==> src/rtl/cpu_pkg.sv <==
// Shared definitions for the 9-bit pipelined CPU: instruction format,
// opcodes that the front end cares about, and the fetch sequencer states.
package cpu_pkg;

  localparam int INSTR_WIDTH = 9;
  localparam int OPC_WIDTH   = 5;

  localparam logic [OPC_WIDTH-1:0] OPC_HALT = 5'b11010;
  localparam logic [OPC_WIDTH-1:0] OPC_JUMP = 5'b11000;
  localparam logic [OPC_WIDTH-1:0] OPC_NOP  = 5'b11011;

  // Bubble injected into IF/ID on flush, idle and halt; decodes as a no-op.
  localparam logic [INSTR_WIDTH-1:0] BUBBLE = {OPC_NOP, 4'b0000};

  typedef enum logic [1:0] {
    S_IDLE,
    S_RUN,
    S_HALTED
  } fetch_state_e;

endpackage

==> src/rtl/sat_counter.sv <==
// Up-counter that sticks at all-ones; clear has priority over enable.
module sat_counter #(
  parameter int WIDTH = 16
) (
  input  logic             clk,
  input  logic             rst_n,
  input  logic             clear,
  input  logic             enable,
  output logic [WIDTH-1:0] count
);

  always_ff @(posedge clk or negedge rst_n) begin
    if (!rst_n) begin
      count <= '0;
    end else if (clear) begin
      count <= '0;
    end else if (enable && (count != {WIDTH{1'b1}})) begin
      count <= count + WIDTH'(1);
    end
  end

endmodule

==> src/rtl/fetch_stage.sv <==
// Instruction fetch and IF/ID register: owns the PC, sequences start/halt,
// and applies redirect > stall > halt > normal fetch priority while running.
module fetch_stage
  import cpu_pkg::*;
#(
  parameter int PC_WIDTH  = 8,
  parameter int CNT_WIDTH = 16
) (
  input  logic                   clk,
  input  logic                   rst_n,
  input  logic                   start,
  input  logic                   halt_dec,
  input  logic                   stall,
  input  logic                   branch_taken,
  input  logic [PC_WIDTH-1:0]    branch_target,
  output logic [PC_WIDTH-1:0]    imem_addr,
  input  logic [INSTR_WIDTH-1:0] imem_data,
  output logic [INSTR_WIDTH-1:0] instr_out,
  output logic [PC_WIDTH-1:0]    pc_out,
  output logic                   instr_valid,
  output logic                   halted,
  output logic [CNT_WIDTH-1:0]   cycle_count
);

  fetch_state_e        state;
  logic [PC_WIDTH-1:0] pc;
  logic                cnt_clear;
  logic                cnt_enable;

  assign imem_addr = pc;

  always_ff @(posedge clk or negedge rst_n) begin
    if (!rst_n) begin
      state       <= S_IDLE;
      pc          <= '0;
      instr_out   <= BUBBLE;
      pc_out      <= '0;
      instr_valid <= 1'b0;
      halted      <= 1'b0;
    end else begin
      case (state)
        S_IDLE, S_HALTED: begin
          pc          <= '0;
          instr_out   <= BUBBLE;
          instr_valid <= 1'b0;
          if (start) begin
            state  <= S_RUN;
            halted <= 1'b0;
          end
        end
        S_RUN: begin
          // A taken branch is older than whatever sits in IF/ID, so it beats stall and halt.
          if (branch_taken) begin
            pc          <= branch_target;
            instr_out   <= BUBBLE;
            instr_valid <= 1'b0;
          end else if (stall) begin
            pc <= pc;
          end else if (halt_dec) begin
            state       <= S_HALTED;
            halted      <= 1'b1;
            pc          <= '0;
            instr_out   <= BUBBLE;
            instr_valid <= 1'b0;
          end else begin
            instr_out   <= imem_data;
            pc_out      <= pc;
            instr_valid <= 1'b1;
            pc          <= pc + PC_WIDTH'(1);
          end
        end
        default: begin
          state <= S_IDLE;
        end
      endcase
    end
  end

  // Counter restarts on the start that leaves IDLE/HALTED, then counts every RUN cycle.
  assign cnt_clear  = (state != S_RUN) && start;
  assign cnt_enable = (state == S_RUN);

  sat_counter #(
    .WIDTH(CNT_WIDTH)
  ) u_cycle_counter (
    .clk   (clk),
    .rst_n (rst_n),
    .clear (cnt_clear),
    .enable(cnt_enable),
    .count (cycle_count)
  );

endmodule

==> config.mk <==
export PLATFORM = sky130hd
export DESIGN_NAME = fetch_stage
export DESIGN_NICKNAME = d
export VERILOG_FILES = /design/src/rtl/cpu_pkg.sv /design/src/rtl/sat_counter.sv /design/src/rtl/fetch_stage.sv
export SDC_FILE = /design/constraint.sdc
export NUM_CORES = 1
export LEC_CHECK = 0
export CAP_MARGIN = 0
export CORE_ASPECT_RATIO = 1.1
export CORE_MARGIN = 2
export CORE_UTILIZATION = 51
export DETAILED_ROUTE_END_ITERATION = 8
export HOLD_SLACK_MARGIN = 0.15
export PLACE_DENSITY = 0.85
export RECOVER_POWER = 100
export SLEW_MARGIN = 10
export SYNTH_ARGS = -nofsm -noshare
export SYNTH_HDL_FRONTEND = slang
export SYNTH_SLANG_ARGS = --single-unit
==> constraint.sdc <==
create_clock -name clk -period 4.9 [get_ports clk]
set_clock_uncertainty 0.2 [all_clocks]
set_input_delay 0.49 -clock clk [delete_from_list [all_inputs] [get_ports clk]]
set_output_delay 0.49 -clock clk [all_outputs]
set_load 0.02 [all_outputs]
==> reports/metrics.yaml, run 1 <==
outcome:
  outcome: "finished, violations left"
  violations: "max-capacitance violations, max-slew violations"
sta:
  period_share_pct: 67.4
  rsz0062_at_grt: "false"
  slew_violations: 61
  hold_viol: 0
  relSlewSlack_pct: -57.4
  tns_ns: 0
  fmax_mhz: 303
  worst_slack_ns: 1.60
  setup_viol: 0
  worst_pin_slew_ns: 2.36
  fin_crit_ns: 3.30
min_path:
  hp-class: "reg -> reg"
  holdPathEnd: "pc_out[0]"
  whs_path_depth: 2
  hp-start: "pc_out[0]"
pwr:
  total_power_w: 0.00129
  internal-power_w: 0.000802
  p_leak_nw: 1.38
  p_sw_share_pct: 37.6
  ir_drop_v: 0.000244
  clockPowerShare_pct: 22.8
  pwr_density_cell_nw_per_um2: 427
  power_frac_seq_pct: 42.8
  switchingPower_w: 0.000484
  pwr-share-comb_pct: 34.4
clock_network:
  cts_tree: "done"
  numCtsBuffers: 5
  post_cts_buffers: 0
  cts_hold_buffers: 0
  worstSkewPairLatency_ns: 0.30
  cts-root-buf: "clkbuf_8"
  clock_path_buffers: 2
  ctsHtreeMaxLevel: 2
  cts.clk_slew.worst_paths_ns: 0.08
  cts_resized: 0
  cts_sinks: 45
grt:
  grt_pass1_wl_mm: 9.21
  track_usage_pct: 24.7
  grt_max_degree: 46
  gr-total-overflow: 0
  antenna_found_initial: 0
  grt_pass1_vias: 1945
yosys:
  ys.flop_type: "dfrtp_1"
  yosysTopAreaCell: "dfrtp_1"
  syn_inst: 223
  syn_nets: 248
  avgSynthCellArea_um2: 10.1
  yosys_warnings: 0
  synth-seq-cells: 45
  yosysTopAreaCellShare_pct: 45.4
  synth_edf_count: 0
  synth_top_cells_by_area: "dfrtp_1, nand2_1, dfstp_2"
  synth_seq_area_share_pct: 50.0
  syn_area_um2: 2260
  synth_commonest_cells: "nand2_1, dfrtp_1, nand3_1, a21oi_1"
  ys_types: 50
  yosysMostFrequentCell: "nand2_1"
  async_reset_ff_share_pct: 100
placement:
  dp_slack_ns: 2.02
  portBuffers: 65
  dp_hpwl_mm: 3.97
  gp_congestion: 0.929
setup_path:
  cp.arrival_ns: 3.34
  endpoint_kind: "flip-flop"
  r2r-end: "instr_out[1]"
  path_delay_family: "simple AND/OR/NAND/NOR gates"
  cp.buffers_inverters: 1
  r2r_slack_ns: 1.84
  r2r_start: "state[0]"
  crit_chain: "dlygate4sd3_1 > nor4_1 > a22o_1"
  start_kind: "input pin"
  path_class: "in -> reg"
  worst_ep_required_time_ns: 4.94
  r2r.worst_path.cells: 3
  cp_slowest_cell: "nor4_1"
  crit_fanout: 15
  crit_cells: 3
  slowest_delay_ns: 1.79
floorplan:
  coreArea_um2: 4290
  fp.dieW_um: 67.5
  dieArea_um2: 4980
  std_cell_rows: 25
  die_y_um: 73.8
  pin_count: 66
  initial_core_util_pct: 52.8
layout:
  fill_cells: 346
  multi_input_comb_area_um2: 1040
  areaGrowthSynthToFinish_pct: 33.0
  final_nets: 312
  drive_gt1_share_pct: 5.56
  seq_area_um2: 1130
  insertedDiodeCount: 0
route:
  via_count: 2032
  drt_iter0_drc: 174
  wl_mm: 5.68
  routedWlPerCell_um: 16.6
  viasPerCell: 5.94
  firstDrtPassIters: 4
  ant_nets: 0
  post-route-drc-count: 0
flow_run:
  maxCapViolCount: 2
==> routing by layer <==
metal  up-vias  routed length (um)  GRT usage [%]  share of wire (%)
met3        14                 368           4.44                6.5
met5         -                   0              0                  0
met4         0                 127           12.7                2.2
met1       981                2350           31.7                 41
met2        80                2840           39.8                 50
li1        957                   -              -                  -
==> state kept, by name, indices dropped and copies added (netlist names) <==
signal	flops
instr_valid	1
imem_addr	8
pc_out	8
state	2
u_cycle_counter.count	16
halted	1
instr_out	9
==> per-stage QoR <==
step / util, % / hold slack, ns / area (um^2) / instances
2_1_floorplan: - / -0.00559 / 2260 / 223
3_3_place_gp: 68.4 / 0.265 / 2930 / 334
3_5_place_dp: 68.4 / 0.263 / 2930 / 334
4_1_cts: 71.1 / 0.190 / 3050 / 342
5_1_grt: 70.2 / 0.312 / 3010 / 342
6_report: 70.2 / 0.285 / 3010 / 342
==> layout by cell type (no fill, tap or decap), drive strengths merged, types with 3 or more instances in the layout <==
| cell type | synthesis | layout |
|---|---|---|
| o21ai | 12 | 12 |
| clkbuf | 1 | 8 |
| clkdlybuf4s50 | 0 | 20 |
| a22o | 6 | 6 |
| nand4 | 8 | 8 |
| inv | 3 | 3 |
| nand3 | 12 | 12 |
| nor2b | 3 | 3 |
| mux2i | 9 | 9 |
| dfstp | 4 | 4 |
| nor3 | 6 | 6 |
| a21oi | 10 | 10 |
| and3 | 6 | 6 |
| nor3b | 3 | 3 |
| nand2 | 44 | 44 |
| dfrtp | 41 | 41 |
| nor2 | 6 | 6 |
| o22a | 4 | 4 |
| dlygate4sd3 | 0 | 44 |
| and4 | 4 | 4 |
==> worst max-delay path by stage <==
| stage | slack, ns | startpoint | end |
|---|---|---|---|
| floorplan | 3.01 | u_cycle_counter.count[0] | u_cycle_counter.count[10] |
| global placement | 2.12 | branch_taken | imem_addr[7] |
| detailed placement | 2.02 | branch_taken | imem_addr[7] |
| CTS | 2.34 | branch_taken | imem_addr[7] |
| global route | 1.33 | branch_taken | instr_out[0] |
| finish | 1.60 | branch_taken | instr_out[1] |
==> worst reg2reg max path, stage by stage, from the launching register on <==
cell and delay [ns]:
dfrtp_1 0.56, nand2b_1 0.22, nor4_1 1.68, a22o_1 0.34
==> final cells by class <==
type | instances | share of cell area (%)
clock buffers | 7 | 2.87
clock inverters | 1 | 0.998
inverters | 3 | 0.374
multi-input cells | 167 | 34.5
flip-flops and latches | 45 | 37.6
well taps | 54 | 2.25
repair buffers | 65 | 21.4
==> power by group through the flow <==
stage | combinational [W] | sequential (W) | clock, W
after detailed placement | 0.000478 | 0.000555 | 0
after CTS | 0.000480 | 0.000554 | 0.000296
after global placement | 0.000466 | 0.000553 | 0
final | 0.000442 | 0.000550 | 0.000294
after floorplan | 0.000195 | 0.000613 | 0
after global routing | 0.000479 | 0.000565 | 0.000310
==> cells by family after synthesis <==
group	synth area share (%)
compound gates	16.8
xor+xnor	0.775
fa+ha+maj	1.11
buf+inv	2.43
flops	50.0
mux	3.98
simple gates	24.8
(Power assumes the default switching activity.)
==> run 2: changes to the inputs <==
Settings changed: CORE_UTILIZATION 51 to 47, PLACE_DENSITY 0.85 to 0.79.
Clock period 4.9 ns to 3.1 ns, I/O delays scaled along.
==> run 2 against run 1 <==
  * First-iteration DRC count decreased by 11%
  * Via count decreased by 0.49%
  * The flow now finishes without violations
  * Sequential power up 57%
  * Die area grew 8.0%
  * Clock power grew 34%
  * Global-route usage shrank 3.1 points
  * Total power is 53% higher
  * Setup slack lost 0.95 ns
  * Utilization decreased by 5.3 points
  * Largest cell class unchanged
  * Count of clock-buffer cells in the layout unchanged
  * Wire length decreased by 4.5%
  * Final area rose by 0.42%
==> reports/metrics.yaml, run 2 (synthesis gave the netlist of run 1 again) <==
grt:
  antenna_found_initial: 0  # unchanged
  gr-total-overflow: 0  # unchanged
  grt_pass1_vias: 1979  # +1.7%
  grt_max_degree: 46  # unchanged
  track_usage_pct: 21.6  # -3.1 points
  grt_pass1_wl_mm: 9.32  # +1.1%
floorplan:
  dieArea_um2: 5380  # +8.0%
  coreArea_um2: 4650  # +8.6%
  die_y_um: 76.7  # +3.9%
  initial_core_util_pct: 48.6  # -4.2 points
  std_cell_rows: 26  # +4.0%
  pin_count: 66  # unchanged
  fp.dieW_um: 70.1  # +3.9%
route:
  firstDrtPassIters: 4  # unchanged
  post-route-drc-count: 0  # unchanged
  ant_nets: 0  # unchanged
  wl_mm: 5.43  # -4.5%
  viasPerCell: 5.84  # -1.6%
  drt_iter0_drc: 155  # -11%
  routedWlPerCell_um: 15.7  # -5.6%
  via_count: 2022  # -0.49%
setup_path:
  r2r_start: "state[0]"
  r2r_slack_ns: 0.78  # -1.06 ns
  cp_slowest_cell: "dlygate4sd3_1"
  path_delay_family: "compound AO/OA/AOI/OAI gates"
  slowest_delay_ns: 0.85  # -0.94 ns
  crit_fanout: 15  # unchanged
  crit_start: "branch_taken"
  r2r.worst_path.cells: 4  # +1
  cp.buffers_inverters: 1  # unchanged
  r2r-end: "imem_addr[7]"
  start_kind: "input pin"
  crit_chain: "dlygate4sd3_1 > nor2b_1 > o21ai_0 > o21ai_1 > a211o_1"
  endpoint_kind: "flip-flop"
  path_class: "in -> reg"
  worst_ep_required_time_ns: 3.09  # -1.85 ns
  cp.arrival_ns: 2.44  # -0.90 ns
layout:
  insertedDiodeCount: 0  # unchanged
  areaGrowthSynthToFinish_pct: 33.6
  top_regs: "u_cycle_counter.count (16), instr_out (9)"
  final_nets: 314  # +0.64%
  layout_common_cells: "dlygate4sd3_1, nand2_1, dfrtp_1, clkdlybuf4s50_1, nand3_1"
  final_common_cell: "dlygate4sd3_1"
  largest_reg_flops: 16  # unchanged
  final_area_um2: 3020  # +0.42%
  top_register: "u_cycle_counter.count"
  drive_gt1_share_pct: 6.55  # +1.0 points
clock_network:
  cts.clk_slew.worst_paths_ns: 0.08  # about the same
  numCtsBuffers: 5  # unchanged
  cts_sinks: 45  # unchanged
  cts_tree: "done"
  ctsHtreeMaxLevel: 2  # unchanged
  worstSkewPairLatency_ns: 0.30  # about the same
  clock_path_buffers: 2  # unchanged
  cts-root-buf: "clkbuf_8"
sta:
  rsz0062_at_grt: "false"
  hold_viol: 0  # unchanged
  worst_pin_slew_ns: 1.28  # -1.08 ns
  slew_violations: 0  # -100%
  relSlewSlack_pct: 14.1  # +71 points
  worst_slack_ns: 0.642  # -0.954 ns
  setup_viol: 0  # unchanged
  period_share_pct: 79.3
  fin_crit_ns: 2.46
  tns_ns: 0  # unchanged
  fmax_mhz: 407
pwr:
  pwr_density_cell_nw_per_um2: 650  # +52%
  ir_drop_v: 0.000343  # +40%
  p_leak_nw: 1.39  # +0.75%
flow_run:
  maxCapViolCount: 0  # -2
outcome:
  outcome: "finished clean"
placement:
  portBuffers: 65  # unchanged
  post_dp_cell_area_um2: 2940  # +0.34%
  dp_slack_ns: 0.609  # -1.41 ns
  dp_hpwl_mm: 3.93  # -1.1%
  gp_congestion: 0.796  # -14%
min_path:
  holdPathEnd: "pc_out[0]"
  hp-start: "pc_out[0]"
  whs_path_depth: 2  # unchanged
  hp-class: "reg -> reg"
run 2: worst max-delay path by stage:
stage / to / depth (start not counted)
2_1_floorplan: u_cycle_counter.count[10] / 5
3_3_place_gp: imem_addr[3] / 6
3_5_place_dp: imem_addr[3] / 6
4_1_cts: imem_addr[3] / 5
5_1_grt: imem_addr[7] / 4
6_report: imem_addr[6] / 5
run 2: per-stage QoR:
step | instances | hold slack (ns) | total power (W) | util (%)
6_report | 346 | 0.281 | 0.00196 | 64.9
2_1_floorplan | 223 | -0.186 | 0.00128 | -
3_5_place_dp | 337 | 0.262 | 0.00163 | 63.2
4_1_cts | 346 | 0.291 | 0.00204 | 65.6
5_1_grt | 346 | 0.303 | 0.00209 | 64.9
3_3_place_gp | 337 | 0.266 | 0.00161 | 63.2
run 2: routing by layer:
metal | vias to the layer above | routed length, um | global-route usage (%) | share of wire [%]
met2 | 79 | 2670 | 34.8 | 49
met5 | - | 0 | 0 | 0
met3 | 6 | 328 | 5.39 | 6.0
li1 | 960 | - | - | -
met1 | 977 | 2370 | 27.9 | 44
met4 | 0 | 63 | 8.65 | 1.2
run 2: area by class of cell:
cell class,instances,area [um^2]
Fill cell,420,1630
Clock inverter,1,5.00
Multi-Input combinational cell,167,1050
Sequential cell,45,1130
Inverter,3,11.3
Timing Repair Buffer,67,659
Clock buffer,7,96.3
Tap cell,56,70.1
run 2: timing repair:
| item | 4_1_cts | 5_1_grt |
|---|---|---|
| hold buffers | 1 | 0 |
| endpoints found under the hold margin | 41 | 0 |
| gates resized for setup | 0 | 0 |
| setup buffers | 0 | 0 |
| endpoints found under the setup margin | 0 | 0 |
run 2: power by group:
| group | internal, W | leakage [nW] | switching [W] |
|---|---|---|---|
| combinational | 0.000299 | 0.742 | 0.000408 |
| sequential | 0.000712 | 0.593 | 0.000149 |
| clock | 0.000202 | 0.0542 | 0.000193 |
run 2: worst min-delay path: cells and delay by family, from the launching register on:
| family | cells | cell delay, ns |
|---|---|---|
| flops | 1 | 0.34 |
| simple gates | 2 | 0.11 |
